`config.mk`:
```
export PLATFORM = sky130hd
export DESIGN_NAME = mcu_bus_initiator
export DESIGN_NICKNAME = d
export VERILOG_FILES = /design/src/rtl/mcu_bus_initiator.sv
export SDC_FILE = /design/constraint.sdc
export NUM_CORES = 1
export LEC_CHECK = 0
export CAP_MARGIN = 10
export CORE_MARGIN = 4
export CORE_UTILIZATION = 45
export DETAILED_ROUTE_END_ITERATION = 8
export PLACE_DENSITY = 0.81
export SLEW_MARGIN = 0
export SYNTH_ARGS = -nofsm -noshare
export SYNTH_HDL_FRONTEND = slang
export SYNTH_SLANG_ARGS = --single-unit
```
`constraint.sdc`:
```
create_clock -name system_clock -period 4 [get_ports system_clock]
set_input_delay 0.8 -clock system_clock [delete_from_list [all_inputs] [get_ports system_clock]]
set_output_delay 0.8 -clock system_clock [all_outputs]
set_load 0.01 [all_outputs]
```
`src/rtl/mcu_bus_initiator.sv`:
```
// Initiator end of the 8-bit parallel MCU bus: generates bus_clock, writes
// command/data bytes and performs turnaround plus single-byte reads.
module mcu_bus_initiator #(
  parameter int CLOCK_DIV  = 4,
  parameter int TURNAROUND = 2
) (
  input  logic       system_clock,
  input  logic       sys_reset_n,
  input  logic       tx_valid,
  output logic       tx_ready,
  input  logic       tx_read,
  input  logic       tx_is_command,
  input  logic [7:0] tx_data,
  output logic       rx_valid,
  output logic [7:0] rx_data,
  output logic       rx_is_command,
  output logic       busy,
  output logic       bus_clock,
  output logic [7:0] bus_output,
  input  logic [7:0] bus_input,
  output logic       bus_direction,
  output logic       command_data_output,
  input  logic       command_data_input
);

  localparam int CNT_MAX = (CLOCK_DIV > TURNAROUND) ? CLOCK_DIV : TURNAROUND;
  localparam int CNT_W   = $clog2(CNT_MAX + 1);
  localparam logic [CNT_W-1:0] CNT_ZERO  = {CNT_W{1'b0}};
  localparam logic [CNT_W-1:0] CNT_ONE   = CNT_W'(1);
  localparam logic [CNT_W-1:0] DIV_LOAD  = CNT_W'(CLOCK_DIV - 1);
  localparam logic [CNT_W-1:0] TURN_LOAD = CNT_W'((TURNAROUND > 0) ? (TURNAROUND - 1) : 0);

  typedef enum logic [2:0] {
    IDLE   = 3'd0,
    W_LOW  = 3'd1,
    W_HIGH = 3'd2,
    W_HOLD = 3'd3,
    TURN   = 3'd4,
    R_LOW  = 3'd5,
    R_HIGH = 3'd6
  } state_t;

  state_t           state_r;
  state_t           state_s;
  logic [CNT_W-1:0] cnt_r;
  logic [CNT_W-1:0] cnt_s;
  logic [7:0]       wr_data_r;
  logic [7:0]       wr_data_s;
  logic             wr_cmd_r;
  logic             wr_cmd_s;
  logic             accept_s;
  logic             cnt_last_s;
  logic             drive_s;
  logic             sample_s;

  logic             tx_ready_r;
  logic             rx_valid_r;
  logic [7:0]       rx_data_r;
  logic             rx_is_command_r;
  logic             bus_clock_r;
  logic [7:0]       bus_output_r;
  logic             bus_direction_r;
  logic             command_data_output_r;

  assign accept_s   = tx_valid && tx_ready_r;
  assign cnt_last_s = (cnt_r == CNT_ZERO);
  assign drive_s    = (state_s == W_LOW) || (state_s == W_HIGH) || (state_s == W_HOLD);
  assign sample_s   = (state_r == R_HIGH) && cnt_last_s;

  // Next-state, phase counter reload and write-byte latch.
  always_comb begin
    state_s   = state_r;
    cnt_s     = cnt_last_s ? cnt_r : (cnt_r - CNT_ONE);
    wr_data_s = wr_data_r;
    wr_cmd_s  = wr_cmd_r;
    case (state_r)
      IDLE: begin
        if (accept_s && !tx_read) begin
          state_s   = W_LOW;
          cnt_s     = DIV_LOAD;
          wr_data_s = tx_data;
          wr_cmd_s  = tx_is_command;
        end else if (accept_s) begin
          if (TURNAROUND == 0) begin
            state_s = R_LOW;
            cnt_s   = DIV_LOAD;
          end else begin
            state_s = TURN;
            cnt_s   = TURN_LOAD;
          end
        end else begin
          state_s = IDLE;
        end
      end
      W_LOW: begin
        if (cnt_last_s) begin
          state_s = W_HIGH;
          cnt_s   = DIV_LOAD;
        end else begin
          state_s = W_LOW;
        end
      end
      W_HIGH: begin
        if (cnt_last_s) begin
          state_s = W_HOLD;
          cnt_s   = CNT_ZERO;
        end else begin
          state_s = W_HIGH;
        end
      end
      W_HOLD: begin
        state_s = IDLE;
        cnt_s   = CNT_ZERO;
      end
      TURN: begin
        if (cnt_last_s) begin
          state_s = R_LOW;
          cnt_s   = DIV_LOAD;
        end else begin
          state_s = TURN;
        end
      end
      R_LOW: begin
        if (cnt_last_s) begin
          state_s = R_HIGH;
          cnt_s   = DIV_LOAD;
        end else begin
          state_s = R_LOW;
        end
      end
      R_HIGH: begin
        if (cnt_last_s) begin
          state_s = IDLE;
          cnt_s   = CNT_ZERO;
        end else begin
          state_s = R_HIGH;
        end
      end
      default: begin
        state_s = IDLE;
        cnt_s   = CNT_ZERO;
      end
    endcase
  end

  // State, counter and latched write byte.
  always_ff @(posedge system_clock or negedge sys_reset_n) begin
    if (!sys_reset_n) begin
      state_r   <= IDLE;
      cnt_r     <= CNT_ZERO;
      wr_data_r <= 8'h00;
      wr_cmd_r  <= 1'b0;
    end else begin
      state_r   <= state_s;
      cnt_r     <= cnt_s;
      wr_data_r <= wr_data_s;
      wr_cmd_r  <= wr_cmd_s;
    end
  end

  // Outputs are registered from the next state so they line up with the state they describe.
  always_ff @(posedge system_clock or negedge sys_reset_n) begin
    if (!sys_reset_n) begin
      tx_ready_r            <= 1'b0;
      rx_valid_r            <= 1'b0;
      rx_data_r             <= 8'h00;
      rx_is_command_r       <= 1'b0;
      bus_clock_r           <= 1'b0;
      bus_output_r          <= 8'h00;
      bus_direction_r       <= 1'b0;
      command_data_output_r <= 1'b0;
    end else begin
      tx_ready_r            <= (state_s == IDLE);
      bus_clock_r           <= (state_s == W_HIGH) || (state_s == R_HIGH);
      bus_direction_r       <= drive_s;
      bus_output_r          <= drive_s ? wr_data_s : 8'h00;
      command_data_output_r <= drive_s ? wr_cmd_s : 1'b0;
      rx_valid_r            <= sample_s;
      if (sample_s) begin
        rx_data_r       <= bus_input;
        rx_is_command_r <= command_data_input;
      end else begin
        rx_data_r       <= rx_data_r;
        rx_is_command_r <= rx_is_command_r;
      end
    end
  end

  assign tx_ready            = tx_ready_r;
  assign busy                = !tx_ready_r;
  assign rx_valid            = rx_valid_r;
  assign rx_data             = rx_data_r;
  assign rx_is_command       = rx_is_command_r;
  assign bus_clock           = bus_clock_r;
  assign bus_output          = bus_output_r;
  assign bus_direction       = bus_direction_r;
  assign command_data_output = command_data_output_r;

endmodule

```
# == After elaboration in Yosys (flattened, before gate mapping) ==
# Index checks and enable logic that the tools add are counted.
# totals
ff_bits,37
latch_bits,0
mem_bits_rw,0
rom_bits,0
word_cells,55
n_memories,0
# op_classes
n_addsub,1
n_mul,0
div,0
magnitude_cmp,0
n_eq_ne,9
n_shift,0
n_mux,20
n_bitwise,0
n_reduce_logical,13
# op_table
op,count
$mux W3,8
$mux W8,3
$pmux W3 S6,1
$eq A3 B3 Y1 const B,4
$eq A3 B2 Y1 const B,3
$logic_not A3 Y1,3
$pmux W3 S3,1
$eq A3 B1 Y1 const B,2
$mux W1,5
$mux W2,2
$logic_and A1 B1 Y1,3
$logic_or A1 B1 Y1,3
$reduce_or A3 Y1,1
$sub A3 B1 Y3 const B,1
$logic_not A1 Y1,2
$reduce_or A2 Y1,1

# == Depth between registers and ports, before layout ==
# logic_depth
ltp_word,8
depth_mapped,8
ltp_nobuf,8

# == Worst setup path after synthesis ==
# Ideal clock, no wire load.
# synth_timing
kind,input-to-reg
start,in tx_valid
end,reg bus_output_r[0] (netlist: bus_output[0])
setup_ps,120
t_arrival_ps,1768
path_slack_ps,2113
stages,4
n_path_buf,0
cell_sequence,nand2_1 -> nor2_1 -> o31ai_1 -> and2b_2
# synth_via
elab_chain_len,8
elab_cells_between_ends,13
cone_classes,eq/ne (3); mux (6); reduce/logical (4)
# synth_lines
item,line_no,text
from (decl),9,"input logic tx_valid,"
$logic_and A1 B1 Y1 (*),65,assign accept_s = tx_valid && tx_ready_r;
$mux W3 or $logic_and A1 B1 Y1 (tied branches),"83, 78",
$mux W3,78,if (accept_s && !tx_read) begin
$pmux W3 S6,76,case (state_r)
$eq A3 B1 Y1 or $eq A3 B2 Y1 (tied branches),67,assign drive_s = (state_s == W_LOW) || (state_s == W_HIGH) || (state_s == W_HOLD);
$logic_or A1 B1 Y1 (2 in a row),67,
$mux W8 (*),176,bus_output_r <= drive_s ? wr_data_s : 8'h00;
to (signal assigned),176,
to (decl),61,logic [7:0] bus_output_r;
# Mark *: on every way between the ends. The rest lies on a longest branch, timed or not.
# A chain may end at the register's enable or synchronous reset.

# == Worst setup path in the final report ==
# layout_timing
start,in tx_read
end,reg bus_output_r[5] (netlist: bus_output[5])
# layout_via
elab_chain_len,8
elab_cells_between_ends,12
cone_classes,eq/ne (3); mux (5); reduce/logical (4)
# layout_lines
item,line_no,text
from (decl),11,"input logic tx_read,"
$logic_not A1 Y1 (*),78,
$logic_and A1 B1 Y1 (*),78,
$mux W3,78,
$pmux W3 S6,76,
$eq A3 B1 Y1 or $eq A3 B2 Y1 (tied branches),67,
$logic_or A1 B1 Y1 (2 in a row),67,
$mux W8 (*),176,
# Marks and branches as above.

==> results.yml <==
drt:
  firstDrtPassIters: 2
  drtIter0Drc: 17
  wl_per_cell_um: 14.10
  drcViolationCount: 0
  vias: 989
  routed_wl_um: 2890
  viasPerCell: 4.824
  ant_nets: 0
global_routing:
  grt_max_degree: 38
  grt_pass1_wl_um: 5050
  grt_usage: 0.1556
  overflow: 0
  first_global_vias: 1054
  antenna_found_initial: 0
sta:
  period_needed_ns: 2.347
  hold_violations: 0
  finalClockSkew_ns: 0.008329
  rsz0062_at_grt: "false"
  slew_headroom: 0.3077
  setup_slack_ns: 1.653
  tightest_slew_ns: 1.030
  setup_viol: 0
  post-route-period-util: 0.5867
  tns_ns: 0
  fmax_ghz: 0.4261
  final-max-slew-violation-count: 0
clock_network:
  cts_buffers: 5
  clk_path_buf_depth: 2
  cts-root-buf: "clkbuf_4"
  h-tree-depth: 2
  cts.sinks: 37
  postCtsHoldBufs: 0
  clkLatencyLatePin_ns: 0.34
  tritoncts: "built"
  postCtsSetupBuffers: 0
  cts.clk_slew.worst_paths_ns: 0.11
  cts.repair.resized: 0
worst_setup_path:
  reg2reg_depth: 4
  worstPathRequired_ns: 4.23
  reg2reg_setup_slack_ns: 1.92
  critical_path_class: "in -> reg"
  arrival_ns: 2.58
  cp-start-kind: "input pin"
  crit_path_end_kind: "flop"
  startpoint: "tx_read"
  crit_end: "bus_output[5]"
  timing.rr.start: "state_r[0]"
  cp_max_fo: 10
  crit-reg2reg-capture: "bus_output[3]"
worst_hold_path:
  hold_path.class: "reg -> reg"
die:
  pin_count: 45
  fp.dieH_um: 66.27
  core-area_um2: 3153
  initial_core_util: 0.4845
  dieArea_um2: 4391
  die_w_um: 66.27
  fp-row-count: 20
finish:
  syn_to_final_growth_pct: 33.74
  layout.nets: 186
  n_antenna_cell: 0
  postLayoutCellArea_um2: 2043
  drive_above_1_share: 0.2547
  post-route-util: 0.6480
yosys:
  yosysUniqueCellTypes: 26
  synth_top_area_frac: 0.6061
  yosysTopAreaCell: "dfrtp_1"
  ys_warn_count: 0
  syn-num-nets: 139
  avgSynthCellArea_um2: 13.52
  synth-seq-area-share: 0.6061
  netlist_instances: 113
  async_flop_share: 1.000
  syn_area_um2: 1528
  yosys-top-cells-area: "dfrtp_1 61%, mux2_2 13%, and2b_2 4.6%"
  netlist_top_cells_count: "37 x dfrtp_1, 18 x mux2_2, 8 x and2b_2"
  yosys_most_used_dff: "dfrtp_1"
  synth-edff-count: 0
  ys_ff_latch: 37
  yosys.cell_count.top_type: "dfrtp_1"
placed_design:
  gp_congestion: 0.9013
  port_buffers: 44
  dp_hpwl_um: 2152
  post-place-ws_ns: 1.268
  dpl_cell_area_um2: 1988
power:
  total_power_mw: 1.381
  vdd_drop_max_uv: 345.9
  powerDensity_nw_per_um2: 676.0
  p_leak_nw: 0.9292
status:
  status: "complete, no violations"
job:
  cap_viol_max_count: 0
[final cells by class]
type	instances	area [um2]
fillers	255	1110
flip-flops and latches	37	925.9
multi-input cells	67	553.0
repair buffers	44	435.4
well taps	44	55.05
clock buffers	5	37.54
inverters	5	18.77
clock inverters	3	17.52
[sequential cells by signal, summed over array words and instances, names as in the netlist, 3 cells and up]
signal and count:
bus_output 8, rx_data 8, wr_data_r 8, cnt_r 3, state_r 3
[metal layers]
metal | global-route usage | wire [um] | up-vias
li1 | - | - | 475
met1 | 0.1837 | 1195 | 468
met2 | 0.2478 | 1346 | 41
met3 | 0.07823 | 311 | 5
met4 | 0.04569 | 36 | 0
met5 | 0 | 0 | -
[how the worst min path moves through the flow]
stage / startpoint / endpoint / slack [ns] / cells past startpoint
2_1_floorplan: wr_cmd_r / wr_cmd_r / 0.47 / 1
3_3_place_gp: wr_data_r[0] / wr_data_r[0] / 0.48 / 1
3_5_place_dp: wr_cmd_r / wr_cmd_r / 0.48 / 1
4_1_cts: wr_cmd_r / wr_cmd_r / 0.51 / 1
5_1_grt: wr_data_r[1] / wr_data_r[1] / 0.53 / 1
6_report: wr_cmd_r / wr_cmd_r / 0.51 / 1
[cell families after synthesis]
kind of cell,share of synthesized area
AO/OA/AOI/OAI,0.05815
XOR/XNOR,0.01147
adder cells (fa/ha/maj),0.03276
flip-flops,0.6061
multiplexers,0.1327
AND/OR/NAND/NOR,0.1269
buffers and inverters,0.03194
[power by group]
group | internal (mW) | switching (mW) | leakage [nW] | total, mW
clock network | 0.0662 | 0.122 | 0.0310 | 0.188
registers | 0.522 | 0.0781 | 0.480 | 0.600
logic | 0.340 | 0.253 | 0.418 | 0.594
[placed cells by master (no fill, tap or decap), types with 2 or more instances in the layout]
master           instances
o21ai_0                  5
and2b_2                  8
dfrtp_1                 37
mux2_2                  18
ha_1                     4
nor2b_1                  3
nor3_1                   3
nor2_1                   4
a21oi_1                  4
clkdlybuf4s50_1         43
clkinv_2                 2
inv_1                    5
xnor2_1                  2
nand2_1                  4
clkbuf_4                 5
[per-stage QoR]
| step | instances | hold WS, ns |
|---|---|---|
| global placement | 197 | 0.4778 |
| global route | 205 | 0.5259 |
| detailed placement | 197 | 0.4849 |
| CTS | 205 | 0.5127 |
| floorplan | 113 | 0.4664 |
| finish | 205 | 0.5060 |
[worst max-delay path: stages]
cell and delay, ns:
clkdlybuf4s50_1 0.56, nor2_1 0.08, o31ai_1 0.83, and2b_2 0.31
Power figures use the tool's default switching activity.
==> RTL change: new RTL, same settings <==
`CLOCK_DIV`: 4 -> 8.
--- a/src/rtl/mcu_bus_initiator.sv
+++ b/src/rtl/mcu_bus_initiator.sv
@@ -1,7 +1,7 @@
 // Initiator end of the 8-bit parallel MCU bus: generates bus_clock, writes
 // command/data bytes and performs turnaround plus single-byte reads.
 module mcu_bus_initiator #(
-  parameter int CLOCK_DIV  = 4,
+  parameter int CLOCK_DIV  = 8,
   parameter int TURNAROUND = 2
 ) (
   input  logic       system_clock,
Behaviour: not the same (Yosys sat finds a counterexample within 10 cycles, from zero or initial values and one cycle with sys_reset_n low).
==> RTL change against the unedited design <==
Synthesized area up 5.4%; setup slack improved by 0.13 ns; via count up 25%; wire length rose by 18%; die area up 4.7%; register-to-register slack better by 0.05 ns; sequential cell count up 1; design area up 6.5%; hold slack improved by 0.012 ns; synthesized cell count increased by 25%; power rose by 12%; largest cell class unchanged.
==> RTL change: results (changes against the unedited design) <==
metric,value,unit,change
grt_pass1_vias,1248,,was 1054
clk_share,3.738,%,was 2.694%
timing.rr.end,rx_data[7],,was bus_output[3]
post_cts_resize_count,0,,unchanged
area_share_nonclk_buffers,20.82,%,was 21.31%
ir_drop,0.3631,mV,was 0.3459 mV
synth.area.mux_share,6.915,%,was 13.27%
synth_area_leaders,"dfrtp_1, mux2_2, o21ai_0",,"was dfrtp_1, mux2_2, and2b_2"
comb.multi_input.count,90,,was 67
multi_input_area_share,28.06,%,was 27.07%
via_count,1238,,was 989
reg2regPathDepth,6,,was 4
drt_wl_total,3414,um,was 2890 um
dp_hpwl,2466,um,was 2152 um
synth_commonest_cells,"dfrtp_1, nand2_1, o21ai_0, a21oi_1",,"was dfrtp_1, mux2_2, and2b_2, inv_1, o21ai_0"
dp_cells,225,,was 197
grt_first_pass_wirelength,5630,um,was 5050 um
place_congestion,0.8181,,was 0.9013
min_to,rx_data[6],,was wr_cmd_r
crit_end,busy,,was bus_output[5]
drt-initial-drc-count,78,,was 17
min-delay-start,rx_data[6],,was wr_cmd_r
inverters,6,,was 5
first_pass_iters,4,,was 2
relSlewSlack,52.35,%,was 30.77%
synth_seq_cells,38,,was 37
cp_max_fo,8,,was 10
r2r_start,cnt_r[0],,was state_r[0]
buffers,46,,was 44
p_leak,0.9923,nW,was 0.9292 nW
cp_slowest_cell,clkdlybuf4s50_1,,was o31ai_1
drive_gt1_share,13.37,%,was 25.47%
synth_xor_area_share,1.088,%,was 1.147%
final_nets,212,,was 186
finClkSkew,0.002673,ns,was 0.008329 ns
crit_start,tx_ready,,was tx_read
synth_compound_area_share,13.36,%,was 5.815%
seq_share,43.70,%,was 45.32%
r2r_setup_slack,1.97,ns,was 1.92 ns
cpPeakStageDelay,0.53,ns,was 0.83 ns
hold_ws,0.5183,ns,was 0.5060 ns
crit_family,buffers and inverters,,was compound AO/OA/AOI/OAI gates
grt_usage,16.76,%,was 15.56%
num-clock-buffers,6,,was 5
syn_area_per_cell,11.42,um2,was 13.52 um2
viasPerCell,5.313,,was 4.824
synth_nets,166,,was 139
status,"complete, no violations",,unchanged
synthAdderAreaFrac,2.331,%,was 3.276%
cp.arrival,1.42,ns,was 2.58 ns
synth.distinct_cells,34,,was 26
ys_seq_area_share,59.05,%,was 60.61%
grt_start_max_net_pins,39,,was 38
[RTL change: changes by cell type after synthesis, moves of 5 or more]
cell and delta:
nand2_1 +10, mux2_2 -9, and2b_2 -8, o21ai_0 +8, clkbuf_1 +5, a21oi_1 +7, nand3_1 +8
[RTL change: per-layer routing]
metal / vias up / track usage [%] / share of wire (%)
met5: - / 0 / 0
met4: 0 / 8.933 / 1.1
met3: 4 / 4.105 / 6.5
met2: 39 / 27.46 / 53
met1: 607 / 20.38 / 39
li1: 588 / - / -
[RTL change: through the flow]
| stage | setup WS, ns | instance area (um2) |
|---|---|---|
| floorplan | 2.175 | 1610 |
| detailed placement | 1.428 | 2090 |
| global route | 1.614 | 2176 |
| global placement | 1.525 | 2090 |
| finish | 1.779 | 2176 |
| CTS | 1.766 | 2171 |
[RTL change: report_power, final]
| part | internal (mW) | switching, mW | total, mW |
|---|---|---|---|
| sequential | 0.527 | 0.117 | 0.645 |
| combinational | 0.331 | 0.300 | 0.632 |
| clock | 0.145 | 0.120 | 0.265 |
